$ cat src/rtl/muldiv_unit_pkg.sv
// Shared definitions for the iterative multiply/divide unit.
//   - op encodings used on the op port
//   - FSM state encodings
//   - default iteration count (one iteration per operand bit)
package muldiv_unit_pkg;

    localparam int ITER = 32;

    typedef enum logic [1:0] {
        OP_MULTU = 2'b00,
        OP_MULT  = 2'b01,
        OP_DIVU  = 2'b10,
        OP_DIV   = 2'b11
    } op_e;

    typedef enum logic [1:0] {
        S_IDLE = 2'b00,
        S_RUN  = 2'b01,
        S_FIN  = 2'b10
    } state_e;

    function automatic logic op_is_signed(input logic [1:0] op);
        return op[0];
    endfunction

    function automatic logic op_is_div(input logic [1:0] op);
        return op[1];
    endfunction

endpackage

$ cat src/rtl/muldiv_unit_div_iter.sv
// Restoring-divider step datapath working on unsigned magnitudes.
// Ports:
//   clk, rst        clock, async active-high reset
//   load            capture dividend/divisor and clear the partial remainder
//   step            perform one restoring-division step
//   dividend        unsigned dividend (captured on load)
//   divisor         unsigned divisor (captured on load)
//   quotient        quotient after WIDTH steps
//   remainder       remainder after WIDTH steps
// A zero divisor needs no special case: every step "succeeds", giving an
// all-ones quotient and the dividend as remainder.
module div_iter #(
    parameter int WIDTH = 32
) (
    input  logic             clk,
    input  logic             rst,
    input  logic             load,
    input  logic             step,
    input  logic [WIDTH-1:0] dividend,
    input  logic [WIDTH-1:0] divisor,
    output logic [WIDTH-1:0] quotient,
    output logic [WIDTH-1:0] remainder
);

    logic [WIDTH-1:0] rem_r;
    logic [WIDTH-1:0] quo_r;
    logic [WIDTH-1:0] div_r;
    logic [WIDTH:0]   shifted;
    logic             fits;

    assign shifted = {rem_r, quo_r[WIDTH-1]};
    assign fits    = (shifted >= {1'b0, div_r});

    always_ff @(posedge clk or posedge rst) begin
        if (rst) begin
            rem_r <= '0;
            quo_r <= '0;
            div_r <= '0;
        end else if (load) begin
            rem_r <= '0;
            quo_r <= dividend;
            div_r <= divisor;
        end else if (step) begin
            // The true difference is below 2^WIDTH, so the low bits suffice.
            rem_r <= fits ? (shifted[WIDTH-1:0] - div_r) : shifted[WIDTH-1:0];
            quo_r <= {quo_r[WIDTH-2:0], fits};
        end
    end

    assign quotient  = quo_r;
    assign remainder = rem_r;

endmodule

$ cat src/rtl/muldiv_unit.sv
// Iterative multiply/divide unit owning the HI/LO registers.
// Ports:
//   clk, rst          clock, async active-high reset
//   ena               unit enable; 0 freezes all state
//   start, op         request MULTU/MULT/DIVU/DIV (sampled in IDLE only)
//   rs_data, rt_data  operands A and B from the register file
//   wr_hi, wr_lo      MTHI/MTLO strobes, wdata their data
//   hi, lo            HI/LO registers
//   busy              operation iterating
//   done              one-cycle pulse in the cycle HI/LO are loaded
//   stall             hold the datapath (new start accepted, or busy)
//
// state  | meaning
// IDLE   | waiting; accepts start or MTHI/MTLO writes
// RUN    | one multiply/divide iteration per enabled cycle
// FIN    | sign fix-up, HI/LO load, done pulse
module muldiv_unit
    import muldiv_unit_pkg::*;
#(
    parameter int WIDTH = 32,
    parameter int ITER  = muldiv_unit_pkg::ITER
) (
    input  logic             clk,
    input  logic             rst,
    input  logic             ena,
    input  logic             start,
    input  logic [1:0]       op,
    input  logic [WIDTH-1:0] rs_data,
    input  logic [WIDTH-1:0] rt_data,
    input  logic             wr_hi,
    input  logic             wr_lo,
    input  logic [WIDTH-1:0] wdata,
    output logic [WIDTH-1:0] hi,
    output logic [WIDTH-1:0] lo,
    output logic             busy,
    output logic             done,
    output logic             stall
);

    localparam int CNT_W = $clog2(ITER);

    state_e             state, state_nx;
    logic [CNT_W-1:0]   cnt;
    logic               is_div_r;
    logic               sign_a, sign_b;
    logic [WIDTH-1:0]   mag_a;
    logic [2*WIDTH-1:0] acc;

    logic               accept;
    logic               in_signed;
    logic [WIDTH-1:0]   mag_a_in, mag_b_in;
    logic [WIDTH:0]     add_sum;
    logic [2*WIDTH-1:0] acc_step;
    logic [2*WIDTH-1:0] prod;
    logic [WIDTH-1:0]   quo, rem;
    logic [WIDTH-1:0]   q_fix, r_fix;
    logic [WIDTH-1:0]   res_hi, res_lo;

    assign accept    = start & ena & (state == S_IDLE);
    assign in_signed = op_is_signed(op);

    // Two's-complement negation of 0x80000000 yields 0x80000000, which is
    // the correct magnitude when read as unsigned.
    assign mag_a_in = (in_signed & rs_data[WIDTH-1]) ? -rs_data : rs_data;
    assign mag_b_in = (in_signed & rt_data[WIDTH-1]) ? -rt_data : rt_data;

    // Shift-add: acc = {partial product, remaining multiplier bits}.
    assign add_sum  = {1'b0, acc[2*WIDTH-1:WIDTH]} + (acc[0] ? {1'b0, mag_a} : '0);
    assign acc_step = {add_sum, acc[WIDTH-1:1]};

    div_iter #(.WIDTH(WIDTH)) u_div_iter (
        .clk       (clk),
        .rst       (rst),
        .load      (accept),
        .step      (ena & (state == S_RUN) & is_div_r),
        .dividend  (mag_a_in),
        .divisor   (mag_b_in),
        .quotient  (quo),
        .remainder (rem)
    );

    // Unsigned ops store both signs as 0, so no fix-up is applied to them.
    assign prod   = (sign_a ^ sign_b) ? -acc : acc;
    assign q_fix  = (sign_a ^ sign_b) ? -quo : quo;
    assign r_fix  = sign_a ? -rem : rem;
    assign res_hi = is_div_r ? r_fix : prod[2*WIDTH-1:WIDTH];
    assign res_lo = is_div_r ? q_fix : prod[WIDTH-1:0];

    always_ff @(posedge clk or posedge rst) begin
        if (rst) state <= S_IDLE;
        else     state <= state_nx;
    end

    always_comb begin
        state_nx = state;
        if (ena) begin
            case (state)
                S_IDLE:  if (start) state_nx = S_RUN;
                S_RUN:   if (cnt == CNT_W'(ITER - 1)) state_nx = S_FIN;
                S_FIN:   state_nx = S_IDLE;
                default: state_nx = S_IDLE;
            endcase
        end
    end

    always_ff @(posedge clk or posedge rst) begin
        if (rst) begin
            hi       <= '0;
            lo       <= '0;
            cnt      <= '0;
            is_div_r <= 1'b0;
            sign_a   <= 1'b0;
            sign_b   <= 1'b0;
            mag_a    <= '0;
            acc      <= '0;
        end else if (ena) begin
            case (state)
                S_IDLE: begin
                    if (start) begin
                        is_div_r <= op_is_div(op);
                        sign_a   <= in_signed & rs_data[WIDTH-1];
                        sign_b   <= in_signed & rt_data[WIDTH-1];
                        mag_a    <= mag_a_in;
                        acc      <= {{WIDTH{1'b0}}, mag_b_in};
                        cnt      <= '0;
                    end else begin
                        if (wr_hi) hi <= wdata;
                        if (wr_lo) lo <= wdata;
                    end
                end
                S_RUN: begin
                    cnt <= cnt + 1'b1;
                    if (!is_div_r) acc <= acc_step;
                end
                S_FIN: begin
                    hi <= res_hi;
                    lo <= res_lo;
                end
                default: ;
            endcase
        end
    end

    assign busy  = (state == S_RUN);
    assign done  = ena & (state == S_FIN);
    assign stall = accept | busy;

endmodule

$ cat config.mk
export PLATFORM = sky130hd
export DESIGN_NAME = muldiv_unit
export DESIGN_NICKNAME = d
export VERILOG_FILES = /design/src/rtl/muldiv_unit_pkg.sv /design/src/rtl/muldiv_unit_div_iter.sv /design/src/rtl/muldiv_unit.sv
export SDC_FILE = /design/constraint.sdc
export NUM_CORES = 1
export LEC_CHECK = 0
export CORE_UTILIZATION = 46
export DETAILED_ROUTE_END_ITERATION = 10
export PLACE_DENSITY = 0.71
export SYNTH_ARGS = -nofsm -noshare
export SYNTH_HDL_FRONTEND = slang
export SYNTH_SLANG_ARGS = --single-unit
$ cat constraint.sdc
create_clock -name clk -period 19.75 [get_ports clk]
set_input_delay 4.9375 -clock clk [delete_from_list [all_inputs] [get_ports clk]]
set_output_delay 4.9375 -clock clk [all_outputs]
set_load 0.005 [all_outputs]
==> impl_metrics.env, run 1 <==
export IMPL_fin_crit_sh_pct=62.8
export IMPL_rsz0062_at_grt="no"
export IMPL_grt_pass1_wl_mm=96.5
export IMPL_fin_nets=2571
export IMPL_synth_edff_count=0
export IMPL_drive_gt1_share_pct=4.80
export IMPL_cap_violations=0
export IMPL_root_buffer="clkbuf_16"
export IMPL_dp_cells=2888
export IMPL_cpMostUsedCell="clkdlybuf4s50_1"
export IMPL_gp_congestion=0.988
export IMPL_htree_levels=1
export IMPL_cts_sinks=266
export IMPL_critPathCaptureType="output port"
export IMPL_utilization_pct=54.5
export IMPL_antenna_found_initial=2
export IMPL_yosysWarnings=0
export IMPL_setup_tns_final_ps=0
export IMPL_avgSynthCellArea_um2=8.13
export IMPL_grt_pass1_vias=16600
export IMPL_cts_buffers=29
export IMPL_cp_slowest_cell="clkdlybuf4s50_1"
export IMPL_wl_mm=62.4
export IMPL_fin_crit_ps=12390
export IMPL_ioPinCount=171
export IMPL_cp_arrival_ps=7460
export IMPL_yosysTopAreaCellShare_pct=35.5
export IMPL_syn_nets=2482
export IMPL_cts_tree="built"
export IMPL_maxSlewViolCount=0
export IMPL_relSlewSlack_pct=15.8
export IMPL_cts_setup_buffers=0
export IMPL_grt_overflow=0
export IMPL_cp_start_kind="input pin"
export IMPL_fmax_mhz=80.7
export IMPL_grt_total_usage_pct=29.8
export IMPL_async_reset_ff_share_pct=100
export IMPL_diodes=0
export IMPL_placementRows=73
export IMPL_vias=18000
export IMPL_slowest_delay_ps=550
export IMPL_multi_input_area_um2=11300
export IMPL_ys_ff_latch=266
export IMPL_power_density_nw_per_um2=162
export IMPL_clock_path_buffers=3
export IMPL_synth_area_leaders="dfrtp_1, nand2_1, o21ai_0"
export IMPL_die_w_um=204
export IMPL_yosysSeqAreaShare_pct=35.5
export IMPL_nFillCells=3657
export IMPL_p_leak_nw=9.48
export IMPL_grt_max_degree=128
export IMPL_ant_nets=0
export IMPL_cts_hold_buf=0
export IMPL_final_hold_viol_count=0
export IMPL_worst_path_max_fanout=56
export IMPL_drtIter0Drc=1848
export IMPL_areaGrowthSynthToFinish_pct=16.3
export IMPL_wl_per_cell_um=21.2
export IMPL_final_cell_mix="nand2_1, dfrtp_1, o21ai_0"
export IMPL_crit_chain="clkdlybuf4s50_1 > nor2b_1 > o21ai_4 > buf_4 > nand2b_1 > inv_1 > clkdlybuf4s50_1"
export IMPL_path_clk_slew_ps=60
export IMPL_dieArea_um2=41600
export IMPL_status="complete, no violations"
export IMPL_clk_latency_ps=570
export IMPL_vias_per_cell=6.11
export IMPL_final_common_cell="nand2_1"
export IMPL_pre_cts_slack_ps=7400
export IMPL_vdd_drop_max_v=0.0000647
export IMPL_drtPass1Iterations=6
export IMPL_yosysTopAreaCell="dfrtp_1"
export IMPL_synth_main_ff_cell="dfrtp_1"
export IMPL_cts_resized=0
export IMPL_cp_required_ps=14810
export IMPL_netlist_area_um2=18700
export IMPL_core_um2=40000
export IMPL_min_path_type="register to register"
export IMPL_layout_setup_ws_ps=7360
export IMPL_drc=0
export IMPL_ff_latch_area_um2=6660
export IMPL_critPathBufInv=4
export IMPL_final_setup_viol_count=0
export IMPL_crit_family="buffers and inverters"
export IMPL_fin_skew_ps=16.3
export IMPL_worstSetupPathType="input pin to output port"
export IMPL_stdcell_count=2941
export IMPL_dp_hpwl_mm=47.3
export IMPL_synth_cell_types=81
export IMPL_numPortBuffers=170
export IMPL_worstMarginPinSlew_ps=1260
export IMPL_initial_core_util_pct=46.9
export IMPL_die_h_um=204
export IMPL_netlist_instances=2305
-- per-layer routing --
layer,vias to the layer above,track usage [%],share of wire (%)
met1,8644,42.8,43
met5,-,0,0.037
li1,8345,-,-
met3,117,3.54,8.6
met4,4,10.7,3.5
met2,864,46.1,44
-- worst paths after layout --
check	start	end	slack, ps	cells after the start
worst min register to register	hi[3]	hi[3]	480	2
max in group asynchronous	rst	lo[8]	13370	3
worst min-delay path	hi[3]	hi[3]	480	2
min in group asynchronous	rst	cnt[2]	4910	2
worst max-delay path	ena	done	7360	7
worst max register to register	u_div_iter.remainder[5]	u_div_iter.remainder[3]	15220	12
-- where the power goes --
| part | total, mW | leakage, nW | switching, mW | internal, mW |
|---|---|---|---|---|
| sequential | 1.06 | 3.32 | 0.286 | 0.775 |
| combinational | 1.87 | 5.65 | 1.10 | 0.770 |
| clock | 0.591 | 0.507 | 0.235 | 0.356 |
-- flip-flops by register name, summed over array words and instances, names as in the netlist --
signal,cells
lo,32
sign_b,1
state,2
hi,32
cnt,5
u_div_iter.remainder,32
mag_a,32
is_div_r,1
u_div_iter.div_r,32
acc,64
sign_a,1
u_div_iter.quotient,32
-- stage by stage --
step                cell area, um^2  hold WS [ps]  total power, mW
floorplan                     18700           438             2.23
global placement              20800           455             2.82
detailed placement            20800           464             2.88
CTS                           21800           479             3.49
global route                  21800           507             3.74
finish                        21800           478             3.52
-- cell usage after synthesis (27+ instances only) --
library cell,instances
a21o_1,32
nor2_1,168
and2_1,38
and3_1,41
o31ai_1,37
clkbuf_1,116
nand2_1,316
nor3_1,37
mux2i_1,27
dfrtp_1,266
inv_1,78
o21ai_0,217
a211oi_1,35
a21oi_1,209
xnor2_1,110
xor2_1,120
nand3_1,97
ha_1,71
-- worst register-to-register path: stages, from the launching register on --
cell      delay (ps)
dfrtp_1          490
ha_1             450
a21oi_1          120
o21ai_0          290
a21oi_1          160
o211ai_2         320
a31oi_1          250
o31ai_2          390
a31oi_1          290
o41ai_4          580
buf_4            480
nor2_1           230
a221o_2          390
-- cell families after synthesis --
logic type | synth area share, %
buf+inv | 4.55
compound gates | 21.3
fa+ha+maj | 4.95
xor+xnor | 10.7
mux | 2.22
flops | 35.5
simple gates | 20.7
-- cell type report --
cell class	instances	share of cell area, %
repair buffers	191	8.53
inverters	78	1.38
clock buffers	38	3.76
flip-flops and latches	266	30.5
well taps	525	3.01
clock inverters	15	0.959
multi-input cells	1828	51.8
No activity file was read; power rests on OpenSTA's default activity.
==> inputs of run 2 (changes only) <==
==> constraint.sdc (replaced) <==
create_clock -name clk -period 13 [get_ports clk]
set_input_delay 3.25 -clock clk [delete_from_list [all_inputs] [get_ports clk]]
set_output_delay 3.25 -clock clk [all_outputs]
set_load 0.005 [all_outputs]
==> run 2 against run 1 <==
Against the previous run: clock power is 36% higher; global-route usage shrank 0.29 points; non-clock buffer count shrank 3; power grew 49%; worst setup slack got worse by 3400 ps; critical path depth stayed put.
==> impl_metrics.env, run 2 (same netlist as run 1, synthesis figures left out) <==
export IMPL_status="complete, no violations"
export IMPL_cp_slowest_cell="clkdlybuf4s50_1"
export IMPL_p_sw_share_pct=46.6
export IMPL_fin_nets=2567
export IMPL_drtIter0Drc=1831
export IMPL_power_total_mw=5.25
export IMPL_drtPass1Iterations=6
export IMPL_rsz0062_at_grt="no"
export IMPL_p_leak_nw=9.39
export IMPL_wl_per_cell_um=21.2
export IMPL_dieArea_um2=41600
export IMPL_drc=0
export IMPL_power_density_nw_per_um2=242
export IMPL_placementRows=73
export IMPL_die_w_um=204
export IMPL_cp_required_ps=9750
export IMPL_cp_arrival_ps=5790
export IMPL_fin_crit_ps=9040
export IMPL_gp_congestion=0.993
export IMPL_top_usage_layer="met2"
export IMPL_fin_crit_sh_pct=69.5
export IMPL_cap_violations=0
export IMPL_critPathCaptureType="output port"
export IMPL_die_h_um=204
export IMPL_grt_total_usage_pct=29.5
export IMPL_gr_usage_met1_pct=42.0
export IMPL_regToRegEndpoint="acc[61]"
export IMPL_areaGrowthSynthToFinish_pct=15.4
export IMPL_root_buffer="clkbuf_16"
export IMPL_fin_skew_ps=11.8
export IMPL_grt_pass1_wl_mm=96.0
export IMPL_diodes=0
export IMPL_cp_start_kind="input pin"
export IMPL_grt_max_degree=122
export IMPL_clk_latency_ps=570
export IMPL_ant_nets=0
export IMPL_final_common_cell="nand2_1"
export IMPL_wl_mm=62.3
export IMPL_drive_gt1_share_pct=4.32
export IMPL_clock_path_buffers=3
export IMPL_p_int_mw=2.80
export IMPL_worstSetupPathType="input pin to output port"
export IMPL_regMostFlops="acc"
export IMPL_cts_tree="built"
export IMPL_pre_cts_slack_ps=4000
export IMPL_crit_chain="clkdlybuf4s50_1 > nor2b_1 > o21ai_4 > buf_4 > nand2b_1 > inv_1 > clkdlybuf4s50_1"
export IMPL_antenna_found_initial=2
export IMPL_grt_use_met2_pct=45.2
export IMPL_reg2reg_depth=12
export IMPL_clkPwrFrac_pct=15.3
export IMPL_relSlewSlack_pct=19.8
export IMPL_final_cell_mix="nand2_1, dfrtp_1, o21ai_0"
export IMPL_nFillCells=3696
export IMPL_holdPathStages=2
export IMPL_cts_hold_buf=0
export IMPL_use_met3_pct=4.58
export IMPL_cts_sinks=266
export IMPL_ioPinCount=171
export IMPL_path_clk_slew_ps=60
export IMPL_dp_hpwl_mm=47.3
export IMPL_grt_overflow=0
export IMPL_fmax_mhz=111
export IMPL_combPwrFrac_pct=53.4
export IMPL_r2r_slack_ps=8340
export IMPL_final_setup_viol_count=0
export IMPL_worstMarginPinSlew_ps=1200
export IMPL_worst_path_max_fanout=56
export IMPL_htree_levels=1
export IMPL_initial_core_util_pct=46.9
export IMPL_cts_setup_buffers=0
export IMPL_switchingPower_mw=2.45
export IMPL_cpMostUsedCell="clkdlybuf4s50_1"
export IMPL_core_um2=40000
export IMPL_cts_resized=0
export IMPL_seqPwrFrac_pct=31.3
export IMPL_setup_tns_final_ps=0
export IMPL_maxSlewViolCount=0
export IMPL_min_path_type="register to register"
export IMPL_vdd_drop_max_v=0.000138
export IMPL_numPortBuffers=170
export IMPL_min_delay_start="mag_a[0]"
export IMPL_cts_buffers=28
export IMPL_largest_reg_flops=64
export IMPL_final_hold_viol_count=0
export IMPL_layout_setup_ws_ps=3960
export IMPL_vias=17900
export IMPL_slowest_delay_ps=550
export IMPL_vias_per_cell=6.09
export IMPL_r2r_start="acc[0]"
export IMPL_min_to="mag_a[0]"
export IMPL_grt_pass1_vias=16600
==> run 2: cell types whose count changed in the layout (fill, tap and decap cells not counted) <==
cell	previous run	this run
clkbuf_1	3	8
bufinv_16	5	1
clkinv_2	7	3
buf_4	21	18
clkbuf_8	6	5
clkinv_4	1	0
inv_6	0	1
==> run 2: how the worst max path moves through the flow <==
stage          depth (start not counted)  from      to  slack (ps)
2_1_floorplan                          1   rst  acc[0]        2420
3_3_place_gp                           7   ena    done        4050
3_5_place_dp                           7   ena    done        4000
4_1_cts                                7   ena    done        3980
5_1_grt                                7   ena    done        3800
6_report                               7   ena    done        3960
==> run 2: worst max-delay path: cells and delay by family <==
| family | cells | cell delay [ps] |
|---|---|---|
| AOI/OAI and AO/OA | 1 | 90 |
| buffers and inverters | 4 | 1660 |
| and+or+nand+nor | 2 | 760 |
==> run 2: power by group through the flow <==
stage,Clock (mW),Sequential [mW],Combinational [mW]
finish,0.804,1.64,2.80
global route,0.841,1.68,3.06
CTS,0.809,1.63,2.75
detailed placement,0,1.64,2.73
global placement,0,1.62,2.66
floorplan,0,1.44,1.94
==> run 2: stage by stage <==
step	hold slack [ps]	instances	instance area, um^2	utilization [%]
floorplan	438	2305	18700	-
global placement	456	2885	20700	51.9
detailed placement	461	2885	20700	51.9
CTS	475	2934	21600	54.1
global route	505	2934	21600	54.1
finish	472	2934	21600	54.1
==> run 2: layout make-up <==
cell class | instances | area [um^2] | area share [%]
Multi-Input combinational cell | 1828 | 11300 | 52.2
Sequential cell | 266 | 6660 | 30.8
Timing Repair Buffer | 188 | 1840 | 8.49
Clock buffer | 42 | 825 | 3.81
Tap cell | 525 | 657 | 3.04
Inverter | 78 | 300 | 1.39
Clock inverter | 7 | 68.8 | 0.318
==> run 2: layer usage <==
layer / up-vias / part of all wire (%) / wire length [um]
met2: 827 / 44 / 27400
met4: 0 / 3.7 / 2300
li1: 8327 / - / -
met3: 119 / 8.9 / 5530
met5: - / 0 / 0
met1: 8582 / 44 / 27100
==> inputs of run 3 (changes only) <==
--- a/config.mk
+++ b/config.mk
@@ -7,7 +7,7 @@
 export LEC_CHECK = 0
 export CORE_UTILIZATION = 46
 export DETAILED_ROUTE_END_ITERATION = 10
-export PLACE_DENSITY = 0.71
+export PLACE_DENSITY = 0.74
 export SYNTH_ARGS = -nofsm -noshare
 export SYNTH_HDL_FRONTEND = slang
 export SYNTH_SLANG_ARGS = --single-unit
==> constraint.sdc (replaced) <==
create_clock -name clk -period 7.7 [get_ports clk]
set_input_delay 1.925 -clock clk [delete_from_list [all_inputs] [get_ports clk]]
set_output_delay 1.925 -clock clk [all_outputs]
set_load 0.005 [all_outputs]
==> run 3 against run 2 <==
Against the previous run: clock power increased by 79%; register-to-register slack worse by 4900 ps; non-clock buffer count grew 3; critical path type unchanged; largest cell class unchanged.
==> impl_metrics.env, run 3 (same netlist as run 1, synthesis figures left out) <==
export IMPL_gp_congestion=0.972
export IMPL_cts_tree="built"
export IMPL_min_to="lo[9]"
export IMPL_vias=18000
export IMPL_fin_skew_ps=9.78
export IMPL_relSlewSlack_pct=26.9
export IMPL_dp_hpwl_mm=47.9
export IMPL_initial_core_util_pct=46.9
export IMPL_clock_path_buffers=3
export IMPL_path_clk_slew_ps=60
export IMPL_cts_buffers=28
export IMPL_numPortBuffers=170
export IMPL_fin_crit_sh_pct=80.5
export IMPL_cts_hold_buf=0
export IMPL_pre_cts_slack_ps=1560
export IMPL_dp_cells=2888
export IMPL_final_setup_viol_count=0
export IMPL_grt_pass1_vias=16700
export IMPL_r2r_start="u_div_iter.remainder[6]"
export IMPL_regMostFlops="acc"
export IMPL_worstMarginPinSlew_ps=1090
export IMPL_drc=0
export IMPL_largest_reg_flops=64
export IMPL_rsz0062_at_grt="no"
export IMPL_status="complete, no violations"
export IMPL_clk_latency_ps=570
export IMPL_crit_chain="clkdlybuf4s50_1 > nor2b_1 > and3b_4 > or2_2 > clkdlybuf4s50_1"
export IMPL_stdcell_count=2938
export IMPL_final_cell_mix="nand2_1, dfrtp_1, o21ai_0"
export IMPL_holdPathStages=1
export IMPL_cts_sinks=266
export IMPL_r2r_slack_ps=3440
export IMPL_final_hold_viol_count=0
export IMPL_grt_pass1_wl_mm=96.9
export IMPL_die_w_um=204
export IMPL_slowest_delay_ps=640
export IMPL_reg2reg_depth=12
export IMPL_min_path_type="register to register"
export IMPL_cp_start_kind="input pin"
export IMPL_placementRows=73
export IMPL_wl_mm=62.6
export IMPL_htree_levels=1
export IMPL_dieArea_um2=41600
export IMPL_fmax_mhz=161
export IMPL_ioPinCount=171
export IMPL_power_density_nw_per_um2=414
export IMPL_maxSlewViolCount=0
export IMPL_areaGrowthSynthToFinish_pct=16.0
export IMPL_cap_violations=0
export IMPL_vias_per_cell=6.14
export IMPL_diodes=0
export IMPL_cp_arrival_ps=4270
export IMPL_grt_overflow=0
export IMPL_ant_nets=0
export IMPL_cpMostUsedCell="clkdlybuf4s50_1"
export IMPL_fin_crit_ps=6200
export IMPL_vdd_drop_max_v=0.000202
export IMPL_worst_path_max_fanout=44
export IMPL_core_um2=40000
export IMPL_p_leak_nw=9.44
export IMPL_cp_required_ps=5780
export IMPL_wl_per_cell_um=21.3
export IMPL_worstSetupPathType="input pin to output port"
export IMPL_drtPass1Iterations=6
export IMPL_power_total_mw=8.99
export IMPL_final_common_cell="nand2_1"
export IMPL_regToRegEndpoint="u_div_iter.remainder[6]"
export IMPL_drive_gt1_share_pct=4.52
export IMPL_drtIter0Drc=1996
export IMPL_critPathCaptureType="output port"
export IMPL_layout_setup_ws_ps=1500
export IMPL_cts_setup_buffers=0
export IMPL_grt_max_degree=125
export IMPL_root_buffer="clkbuf_16"
export IMPL_die_h_um=204
export IMPL_cp_slowest_cell="and3b_4"
export IMPL_antenna_found_initial=1
export IMPL_setup_tns_final_ps=0
export IMPL_min_delay_start="lo[9]"
export IMPL_cts_resized=0
export IMPL_fin_nets=2570
export IMPL_grt_total_usage_pct=29.8
## run 3: how the worst max path moves through the flow
stage | depth (start not counted) | slack [ps] | startpoint | to
after floorplan | 1 | 2260 | rst | acc[0]
after global placement | 5 | 1610 | ena | stall
after detailed placement | 5 | 1560 | ena | stall
after CTS | 5 | 1520 | ena | stall
after global routing | 5 | 1390 | ena | stall
final | 5 | 1500 | ena | stall
## run 3: power breakdown
part	internal, mW	switching [mW]	total (mW)
Clock	0.848	0.587	1.44
Sequential	1.99	0.722	2.71
Combinational	1.97	2.87	4.85
## run 3: layer usage
layer / global-route usage [%] / vias to the layer above / part of all wire (%)
li1: - / 8343 / -
met1: 42.6 / 8723 / 43
met2: 46.8 / 861 / 45
met3: 3.67 / 102 / 8.7
met4: 9.72 / 2 / 3.3
met5: 0 / - / 0.021
## run 3: stage by stage
step	hold WS [ps]	utilization, %	area [um^2]
after global placement	457	51.9	20800
after detailed placement	467	51.9	20800
after floorplan	438	-	18800
after global routing	498	54.3	21700
final	478	54.3	21700
after CTS	480	54.3	21700
## run 3: area by class of cell
cell class              count  area [um^2]
clock buffers              42          835
clock inverters             8          131
fillers                  3675        18300
inverters                  78          297
multi-input cells        1828        11300
flip-flops and latches    266         6660
well taps                 525          657
repair buffers            191         1870
## run 3: worst max-delay path: cells and delay by family
family | cells | cell delay (ps)
buffers and inverters | 2 | 1070
and+or+nand+nor | 3 | 1240
